$ cat src/rtl/conv_arb_pkg.sv
// Shared types and default sizing for the converter stream arbiter.
package conv_arb_pkg;

    typedef enum logic {
        IDLE   = 1'b0,
        LOCKED = 1'b1
    } arb_state_e;

    localparam int unsigned DEF_N_REQ      = 4;
    localparam int unsigned DEF_DATA_WIDTH = 32;

endpackage

$ cat src/rtl/rr_priority_select.sv
// Round-robin winner search: first set request at or above ptr, else first below it.
module rr_priority_select #(
    parameter  int unsigned N_REQ = 4,
    localparam int unsigned IW    = $clog2(N_REQ)
) (
    input  logic [N_REQ-1:0] req,
    input  logic [IW-1:0]    ptr,
    output logic [IW-1:0]    winner,
    output logic             found
);

    logic          hi_found;
    logic          lo_found;
    logic [IW-1:0] hi_idx;
    logic [IW-1:0] lo_idx;

    // Splitting the ring at ptr avoids a modulo index into req.
    always_comb begin
        hi_found = 1'b0;
        lo_found = 1'b0;
        hi_idx   = '0;
        lo_idx   = '0;
        for (int unsigned k = 0; k < N_REQ; k++) begin
            if (req[k]) begin
                if (32'(ptr) <= k) begin
                    if (!hi_found) begin
                        hi_found = 1'b1;
                        hi_idx   = IW'(k);
                    end
                end else if (!lo_found) begin
                    lo_found = 1'b1;
                    lo_idx   = IW'(k);
                end
            end
        end
        found  = hi_found | lo_found;
        winner = hi_found ? hi_idx : lo_idx;
    end

endmodule

$ cat src/rtl/converter_stream_arbiter.sv
// Packet-locked round-robin arbiter feeding one data_width_converter input.
module converter_stream_arbiter
    import conv_arb_pkg::*;
#(
    parameter  int unsigned N_REQ      = DEF_N_REQ,
    parameter  int unsigned DATA_WIDTH = DEF_DATA_WIDTH,
    localparam int unsigned KW         = DATA_WIDTH / 8,
    localparam int unsigned IW         = $clog2(N_REQ)
) (
    input  logic                        i_clk,
    input  logic                        i_aresetn,
    input  logic [N_REQ-1:0]            i_req_valid,
    output logic [N_REQ-1:0]            o_req_ready,
    input  logic [N_REQ*DATA_WIDTH-1:0] i_req_data,
    input  logic [N_REQ*KW-1:0]         i_req_keep,
    input  logic [N_REQ-1:0]            i_req_last,
    output logic                        o_conv_valid,
    input  logic                        i_conv_ready,
    output logic [DATA_WIDTH-1:0]       o_conv_data,
    output logic [KW-1:0]               o_conv_keep,
    output logic                        o_conv_last,
    output logic [N_REQ-1:0]            o_grant,
    output logic                        o_busy
);

    arb_state_e      state;
    arb_state_e      state_nxt;
    logic [IW-1:0]   rr_ptr;
    logic [IW-1:0]   rr_ptr_nxt;
    logic [IW-1:0]   owner;
    logic [IW-1:0]   owner_nxt;

    logic [IW-1:0]   win_idx;
    logic            win_found;

    logic            own_valid;
    logic            own_last;
    logic [DATA_WIDTH-1:0] own_data;
    logic [KW-1:0]   own_keep;
    logic            beat_xfer;

    rr_priority_select #(
        .N_REQ(N_REQ)
    ) u_rr_select (
        .req    (i_req_valid),
        .ptr    (rr_ptr),
        .winner (win_idx),
        .found  (win_found)
    );

    // Slice selection depends only on the registered owner.
    always_comb begin
        own_valid = 1'b0;
        own_last  = 1'b0;
        own_data  = '0;
        own_keep  = '0;
        for (int unsigned k = 0; k < N_REQ; k++) begin
            if (owner == IW'(k)) begin
                own_valid = i_req_valid[k];
                own_last  = i_req_last[k];
                own_data  = i_req_data[k*DATA_WIDTH +: DATA_WIDTH];
                own_keep  = i_req_keep[k*KW +: KW];
            end
        end
    end

    assign o_conv_data = own_data;
    assign o_conv_keep = own_keep;
    assign o_conv_last = own_last;

    always_ff @(posedge i_clk) begin
        if (!i_aresetn) begin
            state  <= IDLE;
            rr_ptr <= '0;
            owner  <= '0;
        end else begin
            state  <= state_nxt;
            rr_ptr <= rr_ptr_nxt;
            owner  <= owner_nxt;
        end
    end

    always_comb begin
        state_nxt    = state;
        rr_ptr_nxt   = rr_ptr;
        owner_nxt    = owner;
        o_conv_valid = 1'b0;
        o_req_ready  = '0;
        o_grant      = '0;
        o_busy       = 1'b0;
        beat_xfer    = 1'b0;

        case (state)
            IDLE: begin
                if (win_found) begin
                    owner_nxt = win_idx;
                    state_nxt = LOCKED;
                end
            end

            LOCKED: begin
                o_busy       = 1'b1;
                o_conv_valid = own_valid;
                for (int unsigned k = 0; k < N_REQ; k++) begin
                    o_grant[k]     = (owner == IW'(k));
                    o_req_ready[k] = (owner == IW'(k)) & i_conv_ready;
                end
                beat_xfer = own_valid & i_conv_ready;
                if (beat_xfer && own_last) begin
                    state_nxt  = IDLE;
                    rr_ptr_nxt = (owner == IW'(N_REQ - 1)) ? '0 : owner + IW'(1);
                end
            end

            default: state_nxt = IDLE;
        endcase
    end

endmodule

$ cat config.mk
export PLATFORM = sky130hd
export DESIGN_NAME = converter_stream_arbiter
export DESIGN_NICKNAME = d
export VERILOG_FILES = /design/src/rtl/conv_arb_pkg.sv /design/src/rtl/rr_priority_select.sv /design/src/rtl/converter_stream_arbiter.sv
export SDC_FILE = /design/constraint.sdc
export NUM_CORES = 1
export LEC_CHECK = 0
export CAP_MARGIN = 20
export CORE_AREA = 2 2 78 80
export CTS_CLUSTER_SIZE = 10
export DETAILED_ROUTE_END_ITERATION = 16
export DIE_AREA = 0 0 80 82
export DONT_BUFFER_PORTS = 1
export HOLD_SLACK_MARGIN = 0.08
export PLACE_DENSITY = 0.5
export RECOVER_POWER = 50
export SYNTH_ARGS = -nofsm -noshare
export SYNTH_HDL_FRONTEND = slang
export SYNTH_HIERARCHICAL = 1
export SYNTH_SLANG_ARGS = --single-unit
$ cat constraint.sdc
create_clock -name i_clk -period 2.12 [get_ports i_clk]
set_input_delay 0.212 -clock i_clk [delete_from_list [all_inputs] [get_ports i_clk]]
set_output_delay 0.212 -clock i_clk [all_outputs]
set_load 0.03 [all_outputs]
==> results of run 1 <==
[worst max-delay path, cell delays in order, from the launching register on]
cell and delay, ns:
sky130_fd_sc_hd__dfxtp_1 0.34, sky130_fd_sc_hd__inv_1 0.09, sky130_fd_sc_hd__ha_2 0.22, sky130_fd_sc_hd__buf_4 0.20, sky130_fd_sc_hd__nand3b_1 0.18, sky130_fd_sc_hd__a21oi_1 0.15
sky130_fd_sc_hd__a21oi_1 0.05, sky130_fd_sc_hd__o21ai_1 0.13, sky130_fd_sc_hd__buf_4 0.18
[power by group]
| part | switching [mW] | internal, mW | total, mW | leakage, nW |
|---|---|---|---|---|
| Clock | 0.0430 | 0.129 | 0.172 | 0.0228 |
| Sequential | 0.00630 | 0.0994 | 0.106 | 0.0409 |
| Combinational | 0.458 | 0.293 | 0.751 | 0.726 |
| Total | 0.507 | 0.521 | 1.03 | 0.789 |
[per-stage QoR]
stage | instance area, um2 | setup slack [ns] | setup TNS, ns
3_5_place_dp | 2046 | 0.2261 | 0
5_1_grt | 2128 | -0.005922 | -0.005922
4_1_cts | 2103 | 0.04295 | 0
6_report | 2128 | 0.1344 | 0
2_1_floorplan | 1672 | 0.06453 | 0
3_3_place_gp | 2046 | 0.2567 | 0
[what timing repair did]
action,in CTS,in global routing
pin swaps,0,1
buffers inserted,0,0
gates cloned,0,0
resized for setup,1,8
endpoints found under the setup margin,1,24
[cell families (layout without fill, tap and decap cells)]
family / count (synthesis) / after routing
AND/OR/NAND/NOR: 137 / 137
AO/OA/AOI/OAI: 121 / 121
buffers and inverters: 35 / 61
flip-flops: 5 / 5
adder cells (fa/ha/maj): 4 / 4
multiplexers: 4 / 4
[worst max path at each step]
stage	slack (ns)	to	startpoint	depth (start not counted)
global route	-0.006	o_conv_data[31]	owner[1]	8
finish	0.13	o_conv_data[1]	owner[1]	8
detailed placement	0.23	o_conv_last	owner[0]	6
CTS	0.04	o_conv_data[31]	owner[1]	8
global placement	0.26	o_conv_last	owner[0]	6
floorplan	0.06	o_conv_data[2]	owner[1]	8
[placed cells by master (no fill, tap or decap), drive strengths merged]
cell type and n:
a2111oi 2, a21oi 78, a221o 1, a311oi 1, and2 4, and3 4
and3b 1, buf 50, clkbuf 5, dfxtp 5, ha 4, inv 6
mux2i 4, nand2 78, nand2b 3, nand3b 37, nor2 6, nor2b 3
o21ai 38, o2bb2a 1, or4 1
[layer usage]
metal	part of all wire, %	GRT usage (%)	wire length [um]	up-vias
met2	51	28.25	2993	106
met4	0	2.203	0	0
met3	9.5	1.758	561	0
met1	40	16.22	2327	954
met5	0	0	0	-
li1	-	-	-	1117
[flip-flops by register name, indices dropped and copies added, names as in the netlist]
signal / flops
state: 1
owner: 2
rr_ptr: 2
[layout make-up]
type                       count  area share [%]
clock buffer                   4           2.116
inverter                       6           1.058
multi-input combinational    266           68.84
sequential                     5           4.703
tap                           75           4.409
timing repair buffer          51           18.87
==> flow_summary.html, run 1 <==
<table>
<tr><th>Metric</th><th>Value</th></tr>
<tr><th colspan="2">Drt</th></tr>
<tr><td>Number of vias after detailed routing</td><td>2177</td></tr>
<tr><td>Final wirelength</td><td>5882 um</td></tr>
<tr><td>WL/cell</td><td>14.45 um</td></tr>
<tr><td>Via density per instance</td><td>5.349</td></tr>
<tr><td>Initial DRT Pass Iterations</td><td>4</td></tr>
<tr><td>Number of routed nets with antenna violations</td><td>0</td></tr>
<tr><td>Number of violations reported at the end of detailed-routing iteration 0</td><td>66</td></tr>
<tr><td>DRC</td><td>0</td></tr>
<tr><th colspan="2">Power and ir drop</th></tr>
<tr><td>Power density relative to cell area</td><td>483.4 nW/um2</td></tr>
<tr><td>Power consumption</td><td>1.029 mW</td></tr>
<tr><td>Leakage power</td><td>0.7893 nW</td></tr>
<tr><td>Peak supply drop</td><td>0.3294 mV</td></tr>
<tr><th colspan="2">Critical path</th></tr>
<tr><td>Startpoint type of the worst setup path</td><td>flip-flop</td></tr>
<tr><td>Number of cells on the worst reg-to-reg path</td><td>6</td></tr>
<tr><td>Req. time, crit path</td><td>1.91 ns</td></tr>
<tr><td>Capture point of the worst reg-to-reg path</td><td>rr_ptr[0]</td></tr>
<tr><td>Critical path class</td><td>flip-flop to output pin</td></tr>
<tr><td>Top fanout value on the critical path</td><td>18</td></tr>
<tr><td>Launching point of the worst reg2reg path</td><td>owner[1]</td></tr>
<tr><td>Crit path DAT</td><td>1.77 ns</td></tr>
<tr><td>Setup slack on the worst flop-to-flop path</td><td>0.24 ns</td></tr>
<tr><td>Crit. End Element</td><td>output pin</td></tr>
<tr><th colspan="2">CTS</th></tr>
<tr><td>Inserted Clock Buffers</td><td>3</td></tr>
<tr><td>Hold-fix buffer count after cts</td><td>0</td></tr>
<tr><td>Sink Count</td><td>5</td></tr>
<tr><td>Clock H-tree levels</td><td>1</td></tr>
<tr><td>Clk pin slew, worst setup/hold paths</td><td>0.04 ns</td></tr>
<tr><td>Later-pin clock latency in the skew report</td><td>0.22 ns</td></tr>
<tr><td>Maximum clock insertion buffer count</td><td>2</td></tr>
<tr><td>Clock tree from TritonCTS</td><td>done</td></tr>
<tr><td>Cell at the root of the clock tree</td><td>sky130_fd_sc_hd__clkbuf_8</td></tr>
<tr><th colspan="2">Timing</th></tr>
<tr><td>Worst Skew</td><td>0.002957 ns</td></tr>
<tr><td>Setup repair after global routing missed its margin</td><td>yes</td></tr>
<tr><td>Max transition margin</td><td>70.05%</td></tr>
<tr><td>Highest attainable clock frequency</td><td>503.6 MHz</td></tr>
<tr><td>Number of hold violations in the final report</td><td>0</td></tr>
<tr><td>Pin slew with the least headroom to its limit</td><td>0.4493 ns</td></tr>
<tr><td>Tcrit/Tclk final</td><td>93.66%</td></tr>
<tr><td>Hold Slack</td><td>0.1362 ns</td></tr>
<tr><td>Slew Limit Fails</td><td>0</td></tr>
<tr><td>Min cycle time layout</td><td>1.986 ns</td></tr>
<tr><td>Endpoints failing setup</td><td>0</td></tr>
<tr><th colspan="2">Status</th></tr>
<tr><td>Outcome</td><td>finished clean</td></tr>
<tr><th colspan="2">Global route</th></tr>
<tr><td>Largest net degree at the start of global routing</td><td>50</td></tr>
<tr><td>Global route total overflow</td><td>0</td></tr>
<tr><td>Global-route wire length before repair</td><td>7686 um</td></tr>
<tr><td>Number of antenna violations at the first check in global routing</td><td>0</td></tr>
<tr><td>GRT Total Usage</td><td>14.17%</td></tr>
<tr><td>Number of global-route vias before repair</td><td>1740</td></tr>
<tr><th colspan="2">Placement</th></tr>
<tr><td>GPL Wtd Cong</td><td>0.7479</td></tr>
<tr><td>Placed wire-length estimate after detailed placement</td><td>4617 um</td></tr>
<tr><td>Total of buffers placed on input and output ports</td><td>0</td></tr>
<tr><td># placed instances</td><td>403</td></tr>
<tr><th colspan="2">Logic synthesis</th></tr>
<tr><td>Synth top area share</td><td>23.35%</td></tr>
<tr><td>Post-Synthesis Cell Area</td><td>1672 um2</td></tr>
<tr><td>Post-Syn Instances</td><td>306</td></tr>
<tr><td>Unique cell type count in the Yosys netlist</td><td>23</td></tr>
<tr><td>Number of enable-type register cells in the synthesized netlist</td><td>0</td></tr>
<tr><td>Share of synthesized registers carrying an async set or reset</td><td>0%</td></tr>
<tr><td>Post-synthesis share of cell area spent on full adders, half adders and majority gates</td><td>2.994%</td></tr>
<tr><td>Sequential-to-total area share from yosys stat</td><td>5.988%</td></tr>
<tr><td>Main combinational cell family by area after synthesis</td><td>simple AND/OR/NAND/NOR gates</td></tr>
<tr><td>Yosys top cell by area</td><td>sky130_fd_sc_hd__a21oi_1</td></tr>
<tr><td>Synth Area per Inst</td><td>5.463 um2</td></tr>
<tr><td>Net count of the mapped netlist</td><td>465</td></tr>
<tr><td>Count of synthesis-stage warnings from yosys</td><td>6</td></tr>
<tr><td>Synthesis-stage register bit count</td><td>5</td></tr>
<tr><td>Most used flip-flop cell after synthesis</td><td>sky130_fd_sc_hd__dfxtp_1</td></tr>
<tr><td>Leading post-synthesis cells by instance count</td><td>78 x sky130_fd_sc_hd__a21oi_1, 78 x sky130_fd_sc_hd__nand2_1, 38 x sky130_fd_sc_hd__o21ai_0</td></tr>
<tr><td>Compound-gate portion of the synthesized area</td><td>39.00%</td></tr>
<tr><td>Fraction of synthesized area in multiplexers</td><td>2.395%</td></tr>
<tr><td>Area contributors post-synth</td><td>sky130_fd_sc_hd__a21oi_1 23%, sky130_fd_sc_hd__nand2_1 18%, sky130_fd_sc_hd__nand3b_1 17%</td></tr>
<tr><td>Xor and xnor fraction of the mapped netlist area</td><td>0%</td></tr>
<tr><td>Fraction of the mapped netlist area in simple logic gates</td><td>41.69%</td></tr>
<tr><th colspan="2">Floorplanning</th></tr>
<tr><td>Die H</td><td>82 um</td></tr>
<tr><td>Row cnt</td><td>28</td></tr>
<tr><td>Core ar.</td><td>5746 um2</td></tr>
<tr><td>Die Area</td><td>6560 um2</td></tr>
<tr><td>Starting density of the core</td><td>29.09%</td></tr>
<tr><td>Horizontal extent of the die</td><td>80 um</td></tr>
<tr><td>Top-Level Pins</td><td>202</td></tr>
<tr><th colspan="2">Cells and area</th></tr>
<tr><td>Share of layout cells above drive strength 1</td><td>18.07%</td></tr>
<tr><td>Final net count</td><td>492</td></tr>
<tr><td>FILL cells</td><td>646</td></tr>
<tr><td>Register cell area after layout</td><td>100.1 um2</td></tr>
<tr><td>Layout area overhead</td><td>27.32%</td></tr>
<tr><td>Fin util</td><td>37.04%</td></tr>
<tr><td>Antenna Cells</td><td>0</td></tr>
<tr><td>Multi-input logic area</td><td>1465 um2</td></tr>
<tr><td>Post-layout instance count excluding filler cells</td><td>407</td></tr>
<tr><th colspan="2">Min path</th></tr>
<tr><td>Worst min-delay path endpoint</td><td>owner[1]</td></tr>
<tr><td>Worst min path class</td><td>input port to flip-flop</td></tr>
<tr><td>Number of cells on the worst hold path</td><td>1</td></tr>
<tr><td>Hold path startpoint</td><td>i_aresetn</td></tr>
<tr><th colspan="2">Run</th></tr>
<tr><td>Number of maximum-capacitance constraint violations</td><td>0</td></tr>
</table>
(Power assumes the default switching activity.)
==> inputs of run 2 (changes only) <==
- ABC_AREA: not set -> 1
- CORE_AREA: 2 2 78 80 -> 2 2 79 81
- DIE_AREA: 0 0 80 82 -> 0 0 81 83
- PLACE_DENSITY: 0.5 -> 0.47
==> run 2 against run 1 <==
  * Clock skew down 0.0010 ns
  * Total power up 65%
  * Sequential power up 6%
  * Count of clock-buffer cells in the layout unchanged
  * Sequential cell count unchanged
  * Critical path type unchanged
  * Global-route usage up 3.9 points
  * Largest cell class unchanged
  * Worst hold slack worse by 0.039 ns
  * Critical endpoint is now o_conv_data[16]
  * Combinational power up 86%
  * Setup slack worse by 0.073 ns
==> flow_summary.html, run 2 <==
<table>
<tr><th>Metric</th><th>Value</th></tr>
<tr><th colspan="2">Logic synthesis</th></tr>
<tr><td>Main combinational cell family by area after synthesis</td><td>compound AO/OA/AOI/OAI gates</td></tr>
<tr><td>Most frequent cell after synthesis</td><td>sky130_fd_sc_hd__a21oi_1</td></tr>
<tr><td>Net count of the mapped netlist</td><td>438 (-5.8%)</td></tr>
<tr><td>Synth Area per Inst</td><td>5.664 um2 (+3.7%)</td></tr>
<tr><td>Number of enable-type register cells in the synthesized netlist</td><td>0 (unchanged)</td></tr>
<tr><td>Yosys top cell by area</td><td>sky130_fd_sc_hd__a21oi_1</td></tr>
<tr><td>Post-synthesis share of cell area spent on full adders, half adders and majority gates</td><td>3.167% (+0.17 points)</td></tr>
<tr><td>Synthesis-stage register bit count</td><td>5 (unchanged)</td></tr>
<tr><td>Fraction of the mapped netlist area in simple logic gates</td><td>23.04% (-19 points)</td></tr>
<tr><td>Leading post-synthesis cells by instance count</td><td>64 x sky130_fd_sc_hd__a21oi_1, 43 x sky130_fd_sc_hd__nand2_1, 34 x sky130_fd_sc_hd__nor2_1</td></tr>
<tr><td>Synth top area share</td><td>20.27% (-3.1 points)</td></tr>
<tr><td>Xor and xnor fraction of the mapped netlist area</td><td>0% (unchanged)</td></tr>
<tr><td>Unique cell type count in the Yosys netlist</td><td>25 (+8.7%)</td></tr>
<tr><td>Fraction of synthesized area in multiplexers</td><td>0% (-2.4 points)</td></tr>
<tr><td>Sequential-to-total area share from yosys stat</td><td>6.334% (+0.35 points)</td></tr>
<tr><td>Count of synthesis-stage warnings from yosys</td><td>6 (unchanged)</td></tr>
<tr><td>Post-Synthesis Cell Area</td><td>1580 um2 (-5.5%)</td></tr>
<tr><td>Share of synthesized registers carrying an async set or reset</td><td>0% (unchanged)</td></tr>
<tr><td>Area contributors post-synth</td><td>sky130_fd_sc_hd__a21oi_1 20%, sky130_fd_sc_hd__a22o_1 12%, sky130_fd_sc_hd__nand2_1 10%</td></tr>
<tr><td>Post-Syn Instances</td><td>279 (-8.8%)</td></tr>
<tr><td>Compound-gate portion of the synthesized area</td><td>54.08% (+15 points)</td></tr>
<tr><td>Most used flip-flop cell after synthesis</td><td>sky130_fd_sc_hd__dfxtp_1</td></tr>
<tr><th colspan="2">Floorplanning</th></tr>
<tr><td>Row cnt</td><td>28 (unchanged)</td></tr>
<tr><td>Top-Level Pins</td><td>202 (unchanged)</td></tr>
<tr><td>Horizontal extent of the die</td><td>81 um (+1.3%)</td></tr>
<tr><td>Die H</td><td>83 um (+1.2%)</td></tr>
<tr><td>Die Area</td><td>6723 um2 (+2.5%)</td></tr>
<tr><td>Core ar.</td><td>5816 um2 (+1.2%)</td></tr>
<tr><td>Starting density of the core</td><td>27.17% (-1.9 points)</td></tr>
<tr><th colspan="2">Drt</th></tr>
<tr><td>Initial DRT Pass Iterations</td><td>4 (unchanged)</td></tr>
<tr><td>WL/cell</td><td>17.72 um (+23%)</td></tr>
<tr><td>Number of violations reported at the end of detailed-routing iteration 0</td><td>75 (+14%)</td></tr>
<tr><td>Final wirelength</td><td>6893 um (+17%)</td></tr>
<tr><td>Number of routed nets with antenna violations</td><td>0 (unchanged)</td></tr>
<tr><td>Number of vias after detailed routing</td><td>2199 (+1.0%)</td></tr>
<tr><td>Via density per instance</td><td>5.653 (+5.7%)</td></tr>
<tr><td>DRC</td><td>0 (unchanged)</td></tr>
<tr><th colspan="2">Cells and area</th></tr>
<tr><td>Layout area overhead</td><td>39.59%</td></tr>
<tr><td>Most frequent cells in the layout</td><td>64 x sky130_fd_sc_hd__a21oi_1, 44 x sky130_fd_sc_hd__nand2_1, 35 x sky130_fd_sc_hd__nor2_1, 22 x sky130_fd_sc_hd__a22o_1, 20 x sky130_fd_sc_hd__buf_4</td></tr>
<tr><td>Area of all placed cells without fillers</td><td>2206 um2 (+3.6%)</td></tr>
<tr><td>Biggest regs</td><td>owner x2, rr_ptr x2, state x1</td></tr>
<tr><td>Final net count</td><td>474 (-3.7%)</td></tr>
<tr><td>Antenna Cells</td><td>0 (unchanged)</td></tr>
<tr><td>Share of layout cells above drive strength 1</td><td>22.29% (+4.2 points)</td></tr>
<tr><td>Fin util</td><td>37.93% (+0.89 points)</td></tr>
<tr><td>Most common library cell in the layout ignoring fill and taps</td><td>sky130_fd_sc_hd__a21oi_1</td></tr>
<tr><th colspan="2">Min path</th></tr>
<tr><td>Number of cells on the worst hold path</td><td>1 (unchanged)</td></tr>
<tr><td>Worst min-delay path endpoint</td><td>state</td></tr>
<tr><td>Hold path startpoint</td><td>i_conv_ready</td></tr>
<tr><td>Worst min path class</td><td>input port to flip-flop</td></tr>
<tr><th colspan="2">Critical path</th></tr>
<tr><td>Capture point of the worst reg-to-reg path</td><td>rr_ptr[1]</td></tr>
<tr><td>Number of cells on the worst reg-to-reg path</td><td>8 (+2)</td></tr>
<tr><td>Req. time, crit path</td><td>1.91 ns (about the same)</td></tr>
<tr><td>Critical path class</td><td>flip-flop to output pin</td></tr>
<tr><td>Crit path DAT</td><td>1.85 ns (+0.08 ns)</td></tr>
<tr><td>Setup slack on the worst flop-to-flop path</td><td>0.41 ns (+0.17 ns)</td></tr>
<tr><td>Startpoint type of the worst setup path</td><td>flip-flop</td></tr>
<tr><td>Launching point of the worst reg2reg path</td><td>owner[0]</td></tr>
<tr><td>Crit. End Element</td><td>output pin</td></tr>
<tr><td>Top fanout value on the critical path</td><td>10 (-8)</td></tr>
<tr><th colspan="2">Power and ir drop</th></tr>
<tr><td>Peak supply drop</td><td>0.3558 mV (+8.0%)</td></tr>
<tr><td>Power density relative to cell area</td><td>767.7 nW/um2 (+59%)</td></tr>
<tr><td>Power consumption</td><td>1.694 mW (+65%)</td></tr>
<tr><td>Leakage power</td><td>1.025 nW (+30%)</td></tr>
<tr><th colspan="2">Run</th></tr>
<tr><td>Number of maximum-capacitance constraint violations</td><td>0 (unchanged)</td></tr>
<tr><th colspan="2">CTS</th></tr>
<tr><td>Later-pin clock latency in the skew report</td><td>0.22 ns (about the same)</td></tr>
<tr><td>Clock tree from TritonCTS</td><td>done</td></tr>
<tr><td>Clk pin slew, worst setup/hold paths</td><td>0.04 ns (about the same)</td></tr>
<tr><td>Hold-fix buffer count after cts</td><td>0 (unchanged)</td></tr>
<tr><td>Cell at the root of the clock tree</td><td>sky130_fd_sc_hd__clkbuf_8</td></tr>
<tr><td>Maximum clock insertion buffer count</td><td>2 (unchanged)</td></tr>
<tr><td>Clock H-tree levels</td><td>1 (unchanged)</td></tr>
<tr><td>Sink Count</td><td>5 (unchanged)</td></tr>
<tr><td>Inserted Clock Buffers</td><td>3 (unchanged)</td></tr>
<tr><th colspan="2">Timing</th></tr>
<tr><td>Highest attainable clock frequency</td><td>485.7 MHz (-3.6%)</td></tr>
<tr><td>Min cycle time layout</td><td>2.059 ns (+0.07322 ns)</td></tr>
<tr><td>Max transition margin</td><td>59.01% (-11 points)</td></tr>
<tr><td>Setup repair after global routing missed its margin</td><td>no</td></tr>
<tr><td>Tcrit/Tclk final</td><td>97.11% (+3.5 points)</td></tr>
<tr><td>Pin slew with the least headroom to its limit</td><td>0.6148 ns (+0.1656 ns)</td></tr>
<tr><td>Sum of negative setup slack</td><td>0 ns (unchanged)</td></tr>
<tr><td>Slew Limit Fails</td><td>0 (unchanged)</td></tr>
<tr><td>Number of hold violations in the final report</td><td>0 (unchanged)</td></tr>
<tr><td>Endpoints failing setup</td><td>0 (unchanged)</td></tr>
<tr><td>Worst Skew</td><td>0.001918 ns (-0.001040 ns)</td></tr>
<tr><th colspan="2">Global route</th></tr>
<tr><td>GRT Total Usage</td><td>18.05% (+3.9 points)</td></tr>
<tr><td>Number of global-route vias before repair</td><td>2075 (+19%)</td></tr>
<tr><td>Global route total overflow</td><td>0 (unchanged)</td></tr>
<tr><td>Global-route wire length before repair</td><td>9804 um (+28%)</td></tr>
<tr><td>Largest net degree at the start of global routing</td><td>34 (-32%)</td></tr>
<tr><td>Number of antenna violations at the first check in global routing</td><td>0 (unchanged)</td></tr>
<tr><th colspan="2">Status</th></tr>
<tr><td>Outcome</td><td>finished clean</td></tr>
<tr><th colspan="2">Placement</th></tr>
<tr><td>GPL Wtd Cong</td><td>0.8245 (+10%)</td></tr>
<tr><td>Dpl cell area</td><td>2132 um2 (+4.2%)</td></tr>
<tr><td>Placed wire-length estimate after detailed placement</td><td>5304 um (+15%)</td></tr>
<tr><td>Total of buffers placed on input and output ports</td><td>0 (unchanged)</td></tr>
</table>
-- run 2: changes by cell type in the layout (fill, tap and decap cells not counted), moves of 10 or more --
cell                       change
sky130_fd_sc_hd__a21oi_1      -14
sky130_fd_sc_hd__a22o_1       +22
sky130_fd_sc_hd__a22oi_1      +14
sky130_fd_sc_hd__buf_12       +17
sky130_fd_sc_hd__buf_4        -26
sky130_fd_sc_hd__inv_1        +10
sky130_fd_sc_hd__nand2_1      -34
sky130_fd_sc_hd__nand3b_1     -37
sky130_fd_sc_hd__nor2_1       +29
sky130_fd_sc_hd__o21a_1       +14
sky130_fd_sc_hd__o21ai_1      -22
-- run 2: cells by family (layout without fill, tap and decap cells) --
group / after synthesis / count (layout)
AOI/OAI and AO/OA: 137 / 137
and+or+nand+nor: 87 / 87
buffers and inverters: 46 / 81
DFF: 5 / 5
adders and majority gates: 4 / 4
-- run 2: what timing repair did --
item | 4_1_cts | 5_1_grt
setup buffers | 0 | 2
setup endpoints to repair | 0 | 38
gates resized for setup | 0 | 19
-- run 2: cell type report --
type / count / area (um2)
well taps: 75 / 93.84
flip-flops and latches: 5 / 101.3
clock buffers: 4 / 45.04
inverters: 23 / 88.84
multi-input cells: 228 / 1281
repair buffers: 54 / 595.6
fillers: 641 / 3610
-- run 2: per-stage QoR --
step	worst slack, ns	instances	hold WS, ns
CTS	0.03655	387	0.09463
global placement	0.3378	383	0.3294
global route	0.01633	389	0.1063
floorplan	0.1937	279	0.3224
finish	0.06121	389	0.09754
detailed placement	0.2774	383	0.3282
-- run 2: critical path, stage by stage (launching register included) --
cell and delay [ns]:
sky130_fd_sc_hd__dfxtp_1 0.36, sky130_fd_sc_hd__inv_2 0.08, sky130_fd_sc_hd__ha_2 0.21, sky130_fd_sc_hd__nor2_4 0.15, sky130_fd_sc_hd__buf_12 0.15, sky130_fd_sc_hd__buf_6 0.14
sky130_fd_sc_hd__a22o_1 0.13, sky130_fd_sc_hd__nand2_1 0.05, sky130_fd_sc_hd__a21oi_1 0.18, sky130_fd_sc_hd__buf_4 0.19
-- run 2: worst max-delay path by stage --
| stage | start | endpoint | cells after the start | slack [ns] |
|---|---|---|---|---|
| 6_report | owner[1] | o_conv_data[16] | 9 | 0.06 |
| 3_5_place_dp | owner[0] | o_conv_data[31] | 9 | 0.28 |
| 4_1_cts | owner[0] | o_conv_data[31] | 9 | 0.04 |
| 3_3_place_gp | owner[0] | o_conv_valid | 6 | 0.34 |
| 5_1_grt | owner[0] | o_conv_data[4] | 10 | 0.02 |
| 2_1_floorplan | owner[1] | o_conv_data[13] | 7 | 0.19 |
-- run 2: power by group --
group / switching, mW / leakage, nW / internal (mW) / total [mW]
clock network: 0.0503 / 0.0228 / 0.129 / 0.180
registers: 0.00910 / 0.0415 / 0.103 / 0.112
logic: 0.796 / 0.961 / 0.605 / 1.40
-- run 2: metal layers --
layer / share of wire, % / vias to the layer above / track usage (%)
met5: 0 / - / 0
met4: 0 / 0 / 1.233
met3: 9.8 / 0 / 3.913
met2: 52 / 124 / 34.71
met1: 38 / 1025 / 20.62
li1: - / 1050 / -
